**config.mk**
```make
export PLATFORM = sky130hd
export DESIGN_NAME = locked_cla_adder_pipe_flat
export DESIGN_NICKNAME = d
export VERILOG_FILES = /design/src/rtl/locked_cla_adder_pipe_if.sv /design/src/rtl/locked_cla_adder_pipe.sv /design/src/flat_wrapper.sv
export SDC_FILE = /design/constraint.sdc
export NUM_CORES = 1
export LEC_CHECK = 0
export CAP_MARGIN = 5
export CORE_ASPECT_RATIO = 0.75
export CORE_MARGIN = 2
export CORE_UTILIZATION = 55
export CTS_CLUSTER_DIAMETER = 100
export DETAILED_ROUTE_END_ITERATION = 8
export PLACE_DENSITY = 0.88
export RECOVER_POWER = 50
export SYNTH_ARGS = -nofsm -noshare
export SYNTH_HDL_FRONTEND = slang
export SYNTH_SLANG_ARGS = --single-unit
```
**constraint.sdc**
```tcl
create_clock -name clk_i -period 3.7 [get_ports clk_i]
set_clock_uncertainty 0.1 [all_clocks]
set_input_delay 1.11 -clock clk_i [delete_from_list [all_inputs] [get_ports clk_i]]
set_output_delay 1.11 -clock clk_i [all_outputs]
set_load 0.01 [all_outputs]
```
**src/rtl/locked_cla_adder_pipe_if.sv**
```systemverilog
// Operand/result handshake and serial key-load signals of locked_cla_adder_pipe.
// master drives operands, downstream ready and key bits; slave is the adder.
interface locked_cla_adder_pipe_if #(
  parameter int WIDTH = 32
);
  logic [WIDTH-1:0] add1_i;
  logic [WIDTH-1:0] add2_i;
  logic             in_valid_i;
  logic             in_ready_o;
  logic [WIDTH:0]   result_o;
  logic             out_valid_o;
  logic             out_ready_i;
  logic             key_start_i;
  logic             key_bit_i;
  logic             key_shift_i;
  logic             key_loaded_o;

  modport master (
    output add1_i, add2_i, in_valid_i, out_ready_i,
    output key_start_i, key_bit_i, key_shift_i,
    input  in_ready_o, result_o, out_valid_o, key_loaded_o
  );

  modport slave (
    input  add1_i, add2_i, in_valid_i, out_ready_i,
    input  key_start_i, key_bit_i, key_shift_i,
    output in_ready_o, result_o, out_valid_o, key_loaded_o
  );
endinterface

```
**src/rtl/locked_cla_adder_pipe.sv**
```systemverilog
// Key-locked carry-lookahead adder, two-stage valid/ready pipeline, serial key load.
// The carry into every group and the LSB sum bit of every group pass through an
// XOR gate driven by (key_act ^ KEY_REF); only the reference key gives a true sum.
//
// Key-load FSM:
//   state | meaning
//   IDLE  | no key loaded since reset, key_act = 0
//   LOAD  | collecting KEY_W serial bits, MSB first
//   ARMED | key_act holds a completely loaded key
module locked_cla_adder_pipe #(
  parameter int                         WIDTH   = 32,
  parameter int                         GROUP   = 4,
  parameter logic [2*(WIDTH/GROUP)-1:0] KEY_REF = 16'hA5C3
) (
  input logic                    clk_i,
  input logic                    rst_i,
  locked_cla_adder_pipe_if.slave bus
);
  localparam int NGRP  = WIDTH / GROUP;
  localparam int KEY_W = 2 * NGRP;
  localparam int CNT_W = $clog2(KEY_W + 1);

  typedef enum logic [1:0] {
    ST_IDLE  = 2'd0,
    ST_LOAD  = 2'd1,
    ST_ARMED = 2'd2
  } key_state_t;

  // Pipeline state
  logic             s1_valid;
  logic [WIDTH-1:0] s1_a;
  logic [WIDTH-1:0] s1_b;
  logic [NGRP-1:0]  s1_prop;
  logic [NGRP-1:0]  s1_gen;
  logic             out_valid_q;
  logic [WIDTH:0]   result_q;

  logic [NGRP-1:0]  prop_d;
  logic [NGRP-1:0]  gen_d;
  logic [NGRP-1:0]  carry;
  logic [WIDTH-1:0] sum_d;
  logic             cout_d;
  logic             s2_load;
  logic             in_ready;

  // Key state
  key_state_t       key_state_q;
  key_state_t       key_state_d;
  logic [KEY_W-2:0] shift_q;
  logic [KEY_W-1:0] shift_next;
  logic [CNT_W-1:0] bit_cnt_q;
  logic [KEY_W-1:0] key_act_q;
  logic             key_loaded_q;
  logic             cnt_clear;
  logic             shift_en;
  logic             load_done;
  logic [KEY_W-1:0] mis;

  assign mis = key_act_q ^ KEY_REF;

  assign s2_load  = ~out_valid_q | bus.out_ready_i;
  assign in_ready = ~s1_valid | s2_load;

  assign bus.in_ready_o   = in_ready;
  assign bus.out_valid_o  = out_valid_q;
  assign bus.result_o     = result_q;
  assign bus.key_loaded_o = key_loaded_q;

  // Group generate/propagate from the raw operands. A group generates exactly
  // when a > (2^GROUP-1-b), i.e. a > ~b, which avoids a throw-away adder.
  for (genvar g = 0; g < NGRP; g++) begin : g_pg
    assign gen_d[g]  = bus.add1_i[g*GROUP +: GROUP] > ~bus.add2_i[g*GROUP +: GROUP];
    assign prop_d[g] = &(bus.add1_i[g*GROUP +: GROUP] ^ bus.add2_i[g*GROUP +: GROUP]);
  end

  // Lookahead carry chain with key gates; the final group carry-out is ungated.
  assign carry[0] = mis[0];
  for (genvar g = 0; g < NGRP; g++) begin : g_sum
    logic             co;
    logic [GROUP-1:0] s_raw;
    assign co    = s1_gen[g] | (s1_prop[g] & carry[g]);
    assign s_raw = s1_a[g*GROUP +: GROUP] + s1_b[g*GROUP +: GROUP] + GROUP'(carry[g]);
    assign sum_d[g*GROUP +: GROUP] = s_raw ^ GROUP'(mis[NGRP+g]);
    if (g < NGRP - 1) begin : g_mid
      assign carry[g+1] = co ^ mis[g+1];
    end else begin : g_last
      assign cout_d = co;
    end
  end

  // Stage 1: capture an accepted operand pair with its group P/G.
  always_ff @(posedge clk_i) begin
    if (rst_i) begin
      s1_valid <= 1'b0;
      s1_a     <= '0;
      s1_b     <= '0;
      s1_prop  <= '0;
      s1_gen   <= '0;
    end else if (in_ready) begin
      s1_valid <= bus.in_valid_i;
      if (bus.in_valid_i) begin
        s1_a    <= bus.add1_i;
        s1_b    <= bus.add2_i;
        s1_prop <= prop_d;
        s1_gen  <= gen_d;
      end
    end
  end

  // Stage 2: register the keyed sum whenever the output slot is free; hold while stalled.
  always_ff @(posedge clk_i) begin
    if (rst_i) begin
      out_valid_q <= 1'b0;
      result_q    <= '0;
    end else if (s2_load) begin
      out_valid_q <= s1_valid;
      if (s1_valid) begin
        result_q <= {cout_d, sum_d};
      end
    end
  end

  // Key FSM state register.
  always_ff @(posedge clk_i) begin
    if (rst_i) begin
      key_state_q <= ST_IDLE;
    end else begin
      key_state_q <= key_state_d;
    end
  end

  // Key FSM next state and load controls; a start in LOAD wins over a shift.
  always_comb begin
    key_state_d = key_state_q;
    cnt_clear   = 1'b0;
    shift_en    = 1'b0;
    load_done   = 1'b0;
    unique case (key_state_q)
      ST_IDLE, ST_ARMED: begin
        if (bus.key_start_i) begin
          key_state_d = ST_LOAD;
          cnt_clear   = 1'b1;
        end
      end
      ST_LOAD: begin
        if (bus.key_start_i) begin
          cnt_clear = 1'b1;
        end else if (bus.key_shift_i) begin
          shift_en = 1'b1;
          if (bit_cnt_q == CNT_W'(KEY_W - 1)) begin
            load_done   = 1'b1;
            key_state_d = ST_ARMED;
          end
        end
      end
      default: key_state_d = ST_IDLE;
    endcase
  end

  // Only KEY_W-1 shift bits are stored: the last bit goes straight into key_act.
  assign shift_next = {shift_q, bus.key_bit_i};

  // Shift register, bit counter and active key.
  always_ff @(posedge clk_i) begin
    if (rst_i) begin
      shift_q      <= '0;
      bit_cnt_q    <= '0;
      key_act_q    <= '0;
      key_loaded_q <= 1'b0;
    end else begin
      if (cnt_clear) begin
        bit_cnt_q <= '0;
      end else if (shift_en) begin
        bit_cnt_q <= bit_cnt_q + 1'b1;
      end
      if (shift_en) begin
        shift_q <= shift_next[KEY_W-2:0];
      end
      if (load_done) begin
        key_act_q    <= shift_next;
        key_loaded_q <= 1'b1;
      end
    end
  end
endmodule

```
**src/flat_wrapper.sv**
```systemverilog
// flat-port wrapper written by rule: the top's interface ports become plain ports
module locked_cla_adder_pipe_flat 
#(
  parameter int                         WIDTH   = 32,
  parameter int                         GROUP   = 4,
  parameter logic [2*(WIDTH/GROUP)-1:0] KEY_REF = 16'hA5C3
)
  (clk_i, rst_i, bus_add1_i, bus_add2_i, bus_in_valid_i, bus_out_ready_i, bus_key_start_i, bus_key_bit_i, bus_key_shift_i, bus_in_ready_o, bus_result_o, bus_out_valid_o, bus_key_loaded_o);
  locked_cla_adder_pipe_if #(.WIDTH(WIDTH)) bus_i ();
  input logic clk_i;
  input logic rst_i;
  input wire logic [$bits(bus_i.add1_i)-1:0] bus_add1_i;
  input wire logic [$bits(bus_i.add2_i)-1:0] bus_add2_i;
  input wire logic [$bits(bus_i.in_valid_i)-1:0] bus_in_valid_i;
  input wire logic [$bits(bus_i.out_ready_i)-1:0] bus_out_ready_i;
  input wire logic [$bits(bus_i.key_start_i)-1:0] bus_key_start_i;
  input wire logic [$bits(bus_i.key_bit_i)-1:0] bus_key_bit_i;
  input wire logic [$bits(bus_i.key_shift_i)-1:0] bus_key_shift_i;
  output wire logic [$bits(bus_i.in_ready_o)-1:0] bus_in_ready_o;
  output wire logic [$bits(bus_i.result_o)-1:0] bus_result_o;
  output wire logic [$bits(bus_i.out_valid_o)-1:0] bus_out_valid_o;
  output wire logic [$bits(bus_i.key_loaded_o)-1:0] bus_key_loaded_o;
  assign bus_i.add1_i = bus_add1_i;
  assign bus_i.add2_i = bus_add2_i;
  assign bus_i.in_valid_i = bus_in_valid_i;
  assign bus_i.out_ready_i = bus_out_ready_i;
  assign bus_i.key_start_i = bus_key_start_i;
  assign bus_i.key_bit_i = bus_key_bit_i;
  assign bus_i.key_shift_i = bus_key_shift_i;
  assign bus_in_ready_o = bus_i.in_ready_o;
  assign bus_result_o = bus_i.result_o;
  assign bus_out_valid_o = bus_i.out_valid_o;
  assign bus_key_loaded_o = bus_i.key_loaded_o;
  locked_cla_adder_pipe #(.WIDTH(WIDTH), .GROUP(GROUP), .KEY_REF(KEY_REF)) u_core (.clk_i(clk_i), .rst_i(rst_i), .bus(bus_i));
endmodule
```
* After elaboration in Yosys (flattened, before gate mapping)
Index checks and enable logic that the tools add are counted.
** Word-level totals
- Register bits :: 154
- Input port bits :: 71
- Output and inout port bits :: 36
- Word-level logic and storage cells :: 125
** Cells by class
- Add/sub/neg operators :: 17
- Magnitude comparators :: 8
- Equality and inequality tests :: 7
- Multiplexer cells :: 14
- Bitwise operators :: 52
- Reduce and logical (&&, ||, !) cells :: 15
** Operators with widths (number)
- $reduce_and A4 Y1 :: 9
- $add A4 B1 Y4 :: 8
- $add A4 B4 Y4 :: 8
- $gt A4 B4 Y1 :: 8
- $not A4 Y4 :: 8
- $xor A4 B1 Y4 :: 8
- $xor A4 B4 Y4 :: 8
- $or A1 B1 Y1 :: 10
- $mux W1 :: 9
- $and A1 B1 Y1 :: 8
- $mux W2 :: 4
- $not A8 Y8 :: 1
- $xor A1 B1 Y1 :: 7
- $ne A2 B2 Y1 const B :: 3
- $add A5 B1 Y5 const B :: 1
- $eq A5 B4 Y1 const B :: 1
- $pmux W2 S2 :: 1
- $reduce_and A2 Y1 :: 2
- $reduce_or A2 Y1 :: 2
- $reduce_or A3 Y1 :: 1
- $eq A2 B1 Y1 const B :: 1
- $eq A2 B2 Y1 const B :: 1
- $logic_not A2 Y1 :: 1
- $ne A2 B1 Y1 const B :: 1
- $not A1 Y1 :: 2

* Logic depth before layout (Yosys ltp)
- Word-level depth :: 24
- Depth in mapped cells :: 14
- Mapped depth without buffers :: 14

* Least setup slack after synthesis
OpenSTA, ideal clock, no wires.
- Path kind :: reg-to-reg
- From :: reg u_core.s1_prop[0]
- To :: reg u_core.result_q[26], in the netlist u_core.bus.result_o[26]
- Library setup time :: 0.086 ns
- Data arrival time :: 2.849 ns
- Setup slack :: 0.665 ns
- Cell stages (with the launch flop) :: 13
- Buffers on the path :: 0
- Clock period less this slack :: 3.035 ns
- Cells stage by stage :: dfxtp_1 > nor2b_1 > or3_4 > o221ai_4 > o2111ai_1 > nand4_2 > mux2i_1 > nor2_1 > xor2_1 > fa_1 > fa_1 > xnor2_1 > a211oi_1
** Between the ends
- Cells in the longest elaborated chain, start to end :: 20
** RTL lines
- start: declaration :: RTL line locked_cla_adder_pipe.sv:33 : logic [NGRP-1:0] s1_prop;
- start signal: assignment :: RTL line locked_cla_adder_pipe.sv:104 : s1_prop <= prop_d;
- $and A1 B1 Y1 :: RTL line locked_cla_adder_pipe.sv:81 : assign co = s1_gen[g] | (s1_prop[g] & carry[g]);
- $or A1 B1 Y1 :: RTL line locked_cla_adder_pipe.sv:81
- $xor A1 B1 Y1 :: RTL line locked_cla_adder_pipe.sv:85 : assign carry[g+1] = co ^ mis[g+1];
- $and A1 B1 Y1 :: RTL line locked_cla_adder_pipe.sv:81
- $or A1 B1 Y1 :: RTL line locked_cla_adder_pipe.sv:81
- $xor A1 B1 Y1 :: RTL line locked_cla_adder_pipe.sv:85
- $and A1 B1 Y1 :: RTL line locked_cla_adder_pipe.sv:81
- $or A1 B1 Y1 :: RTL line locked_cla_adder_pipe.sv:81
- [4 not listed]
- $and A1 B1 Y1 :: RTL line locked_cla_adder_pipe.sv:81
- $or A1 B1 Y1 :: RTL line locked_cla_adder_pipe.sv:81
- $xor A1 B1 Y1 :: RTL line locked_cla_adder_pipe.sv:85
- $and A1 B1 Y1 :: RTL line locked_cla_adder_pipe.sv:81
- $or A1 B1 Y1 :: RTL line locked_cla_adder_pipe.sv:81
- $xor A1 B1 Y1 :: RTL line locked_cla_adder_pipe.sv:85
- $add A4 B1 Y4 :: RTL line locked_cla_adder_pipe.sv:82 : assign s_raw = s1_a[g*GROUP +: GROUP] + s1_b[g*GROUP +: GROUP] + GROUP'(carry[g]);
- $xor A4 B1 Y4 :: RTL line locked_cla_adder_pipe.sv:83 : assign sum_d[g*GROUP +: GROUP] = s_raw ^ GROUP'(mis[NGRP+g]);
- end signal: assignment :: RTL line locked_cla_adder_pipe.sv:118 : result_q <= {cout_d, sum_d};
- end: declaration :: RTL line locked_cla_adder_pipe.sv:36 : logic [WIDTH:0] result_q;
Every way passes these cells.
A chain may end at the register's enable or synchronous reset.

* Final worst setup path
- From :: in bus_out_ready_i
- To :: out bus_in_ready_o
** Between the ends
- Cells in the longest elaborated chain, start to end :: 2
** RTL lines
- start: declaration :: RTL line flat_wrapper.sv:15 : input wire logic [$bits(bus_i.out_ready_i)-1:0] bus_out_ready_i;
- $or A1 B1 Y1 :: RTL line locked_cla_adder_pipe.sv:61 : assign s2_load = ~out_valid_q | bus.out_ready_i;
- $or A1 B1 Y1 :: RTL line locked_cla_adder_pipe.sv:62 : assign in_ready = ~s1_valid | s2_load;
- end: declaration :: RTL line flat_wrapper.sv:19 : output wire logic [$bits(bus_i.in_ready_o)-1:0] bus_in_ready_o;
Every way passes these cells.

==> run_results.csv <==
group,metric,value,unit
global_route,antenna_found_initial,0,
routing,vias,6129,
layout,num_antenna_cells,0,
clocking,postCtsHoldBufs,0,
global_route,globalRouteTotalUtil,24.31,%
yosys,synthesis.area_per_instance,8.382,um2
layout,stdcell_area,0.009069,mm2
routing,wl_per_cell,14.89,um
sta,timing.slew.headroom,20.12,%
floorplanning,placeableCoreArea,0.01297,mm2
floorplanning,io_pins,107,
clocking,cts_buffers,17,
clocking,cts.path.max_buffers,2,
yosys,top_cells_by_area_in_the_synthesized_netlist,"dfxtp_1 (42%), nand2_1 (12%), a21oi_1 (9.2%), ha_1 (8.6%), fa_1 (4.4%)",
routing,detailedRoute.firstPassIterationCount,4,
global_route,grt_max_degree,92,
clocking,cts.repair_timing.setup_buffer_count,0,
routing,drt.antenna.violating_nets,0,
setup_path,crit_type,"in2out",
routing,drtIter0Drc,349,
run_status,outcome,"finished clean",
setup_path,crit_slowest_cell,"dlygate4sd3_1",
sta,fin_crit,3.614,ns
clocking,tritoncts,"built",
clocking,cts.reportedPaths.clkPinSlew,0.05,ns
global_route,grt_first_pass_wirelength,27870,um
sta,hold_violations,0,
yosys,synth.ff_latch_count,154,
floorplanning,die_height,103.8,um
yosys,yosys.area.top_type_share,42.18,%
sta,final.period_utilization,97.69,%
placement,finalWeightedCongestion,0.7785,
clocking,total_clock_sinks,154,
clocking,htreeDepth,4,
routing,detail_route.drc_violations,0,
floorplanning,floorplan.initialDensity,56.35,%
setup_path,critical_path_cell_by_cell,"dlygate4sd3_1 > nor2b_1 > nand2_1 > clkdlybuf4s50_1",
placement,placement.io_buffers,106,
pwr,vdd.ir_drop.worst,0.3309,mV
setup_path,crit_path_end_kind,"primary output",
setup_path,timing.critical_path.buf_inv,2,
layout,areaGrowthSynthToFinish,24.07,%
setup_path,path_max_fanout,2,
yosys,netlist_area_before_placement,0.007310,mm2
min_path,worstHoldPathType,"reg2reg",
pwr,power_density,453.2,mW/mm2
setup_path,worst_ep_required_time,2.49,ns
sta,unrepaired_setup_endpoints_after_global_routing,"false",
routing,post_drt_via_cell_ratio,5.381,
setup_path,startpoint_type,"input pin",
setup_path,worstPathArrival,2.40,ns
sta,timing.fmax,276.7,MHz
setup_path,cpLargestDelayFamily,"buffers and inverters",
sta,tns,0,ns
clocking,gates_resized_cts_repair,0,
floorplanning,chipWidth,137.1,um
yosys,yosys_warnings,0,
global_route,global_route.overflow_total,0,
yosys,synth-edff-count,0,
yosys,ys_async_sr_fraction,0,%
sta,tightest_slew,1.198,ns
yosys,synthesis.instances,872,
pwr,power.static_leakage,0.003533,uW
setup_path,worst_path_largest_cell_delay,0.54,ns
clocking,root_buffer,"clkbuf_16",
sta,timing.final.max_slew_violations,0,
run,drv_cap,0,
yosys,synth.yosys.seq_area_share,42.18,%
layout,post_route_cells_drive_above_1_share,4.855,%
yosys,synth_ff_type,"dfxtp_1",
sta,setup_viol,0,
yosys,syn_nets,1009,
yosys,yosys.area.top_type,"dfxtp_1",
layout,design.final.nets,1092,
placement,place.detailed.hpwl,11170,um
placement,placed_cell_area,0.008522,mm2
clocking,clk_latency,0.42,ns
routing,postRouteWirelength,16960,um
floorplanning,die_area,0.01424,mm2
floorplanning,placementRows,36,
global_route,vias_in_the_first_global_route,5888,
sta,holdWs,0.3527,ns
yosys,yosys.cell_types.count,46,
-- synth_stat cells, types with 12 or more instances --
cell,instances
ha_1,50
inv_1,26
a21oi_1,134
fa_1,16
nor2b_1,12
dfxtp_1,154
o21a_1,16
a211oi_1,26
nor2_1,54
clkbuf_1,45
nand2_1,228
xnor2_1,35
-- worst reg2reg max path, stage by stage (launching register included) --
cell and delay [ns]:
dfxtp_1 0.38, nor2b_1 0.09, o21ai_1 0.21, mux2i_1 0.34
o2111ai_1 0.20, nand4_2 0.21, mux2i_1 0.31, nor2_1 0.11
xor2_1 0.16, fa_1 0.42, fa_1 0.39, xnor2_1 0.14
a211oi_1 0.30
-- cell type report --
cell class / count / area, um2
Multi-Input combinational cell: 639 / 3933
Clock inverter: 11 / 146.4
Tap cell: 171 / 214.0
Clock buffer: 21 / 450.4
Timing Repair Buffer: 114 / 1134
Fill cell: 1020 / 3904
Inverter: 29 / 108.9
Sequential cell: 154 / 3083
-- sequential cells by signal (all words and copies together) (netlist names), 2 cells and up --
signal               cells
u_core.key_state_q       2
u_core.s1_prop           8
u_core.bus.result_o     33
u_core.key_act_q        16
u_core.s1_gen            8
u_core.shift_q          15
u_core.s1_a             32
u_core.s1_b             32
u_core.bit_cnt_q         5
-- report_power, final --
| group | internal (uW) | switching (uW) | total [uW] | leakage [uW] |
|---|---|---|---|---|
| Sequential | 1730 | 56.5 | 1790 | 0.00126 |
| Clock | 1080 | 692 | 1770 | 0.000275 |
| Combinational | 276 | 274 | 550 | 0.00200 |
-- cell usage in the layout (no fill, tap or decap), drive strengths merged, types with 2 or more instances in the layout --
cell type,n
nand4,11
a211o,2
clkinv,3
nand3,3
dlygate4sd3,6
nand4bb,2
a211oi,26
mux2i,3
fa,16
xor2,4
o21a,16
dfxtp,154
o211ai,8
bufinv,3
clkdlybuf4s50,99
nand3b,3
inv,29
xnor2,35
nor2b,12
nor3b,2
and2,2
nand2,228
clkbuf,25
a21o,9
a21oi,134
clkinvlp,5
or3b,2
nor2,54
o21ai,2
buf,5
ha,50
-- logic make-up after synthesis --
group	synth area share, %
buf+inv	4.176
flops	42.18
simple gates	18.91
mux	0.4108
compound gates	16.71
fa+ha+maj	12.94
xor+xnor	4.673
-- layer usage --
metal  GRT usage [%]  routed length (um)
met5               0                   0
met4           8.174                 325
met3           5.042                 662
met2           39.30                8187
met1           32.28                7784
-- per-stage QoR --
| step | util [%] | cells | setup slack [ns] | power (uW) |
|---|---|---|---|---|
| 3_3_place_gp | 65.69 | 1107 | 0.2620 | 2360 |
| 2_1_floorplan | - | 872 | 0.6653 | 2142 |
| 5_1_grt | 69.91 | 1139 | 0.01221 | 4273 |
| 3_5_place_dp | 65.69 | 1107 | 0.2257 | 2378 |
| 4_1_cts | 70.29 | 1139 | 0.2226 | 4131 |
| 6_report | 69.91 | 1139 | 0.08556 | 4110 |
-- final timing paths --
| kind | start | depth (start not counted) | to | slack, ns |
|---|---|---|---|---|
| worst max register to register | u_core.key_act_q[0] | 12 | u_core.bus.result_o[26] | 0.22 |
| worst min register to register | u_core.bus.result_o[1] | 2 | u_core.bus.result_o[1] | 0.35 |
| worst min-delay path | u_core.bus.result_o[1] | 2 | u_core.bus.result_o[1] | 0.35 |
| worst max-delay path | bus_out_ready_i | 4 | bus_in_ready_o | 0.09 |
Power figures use the tool's default switching activity.
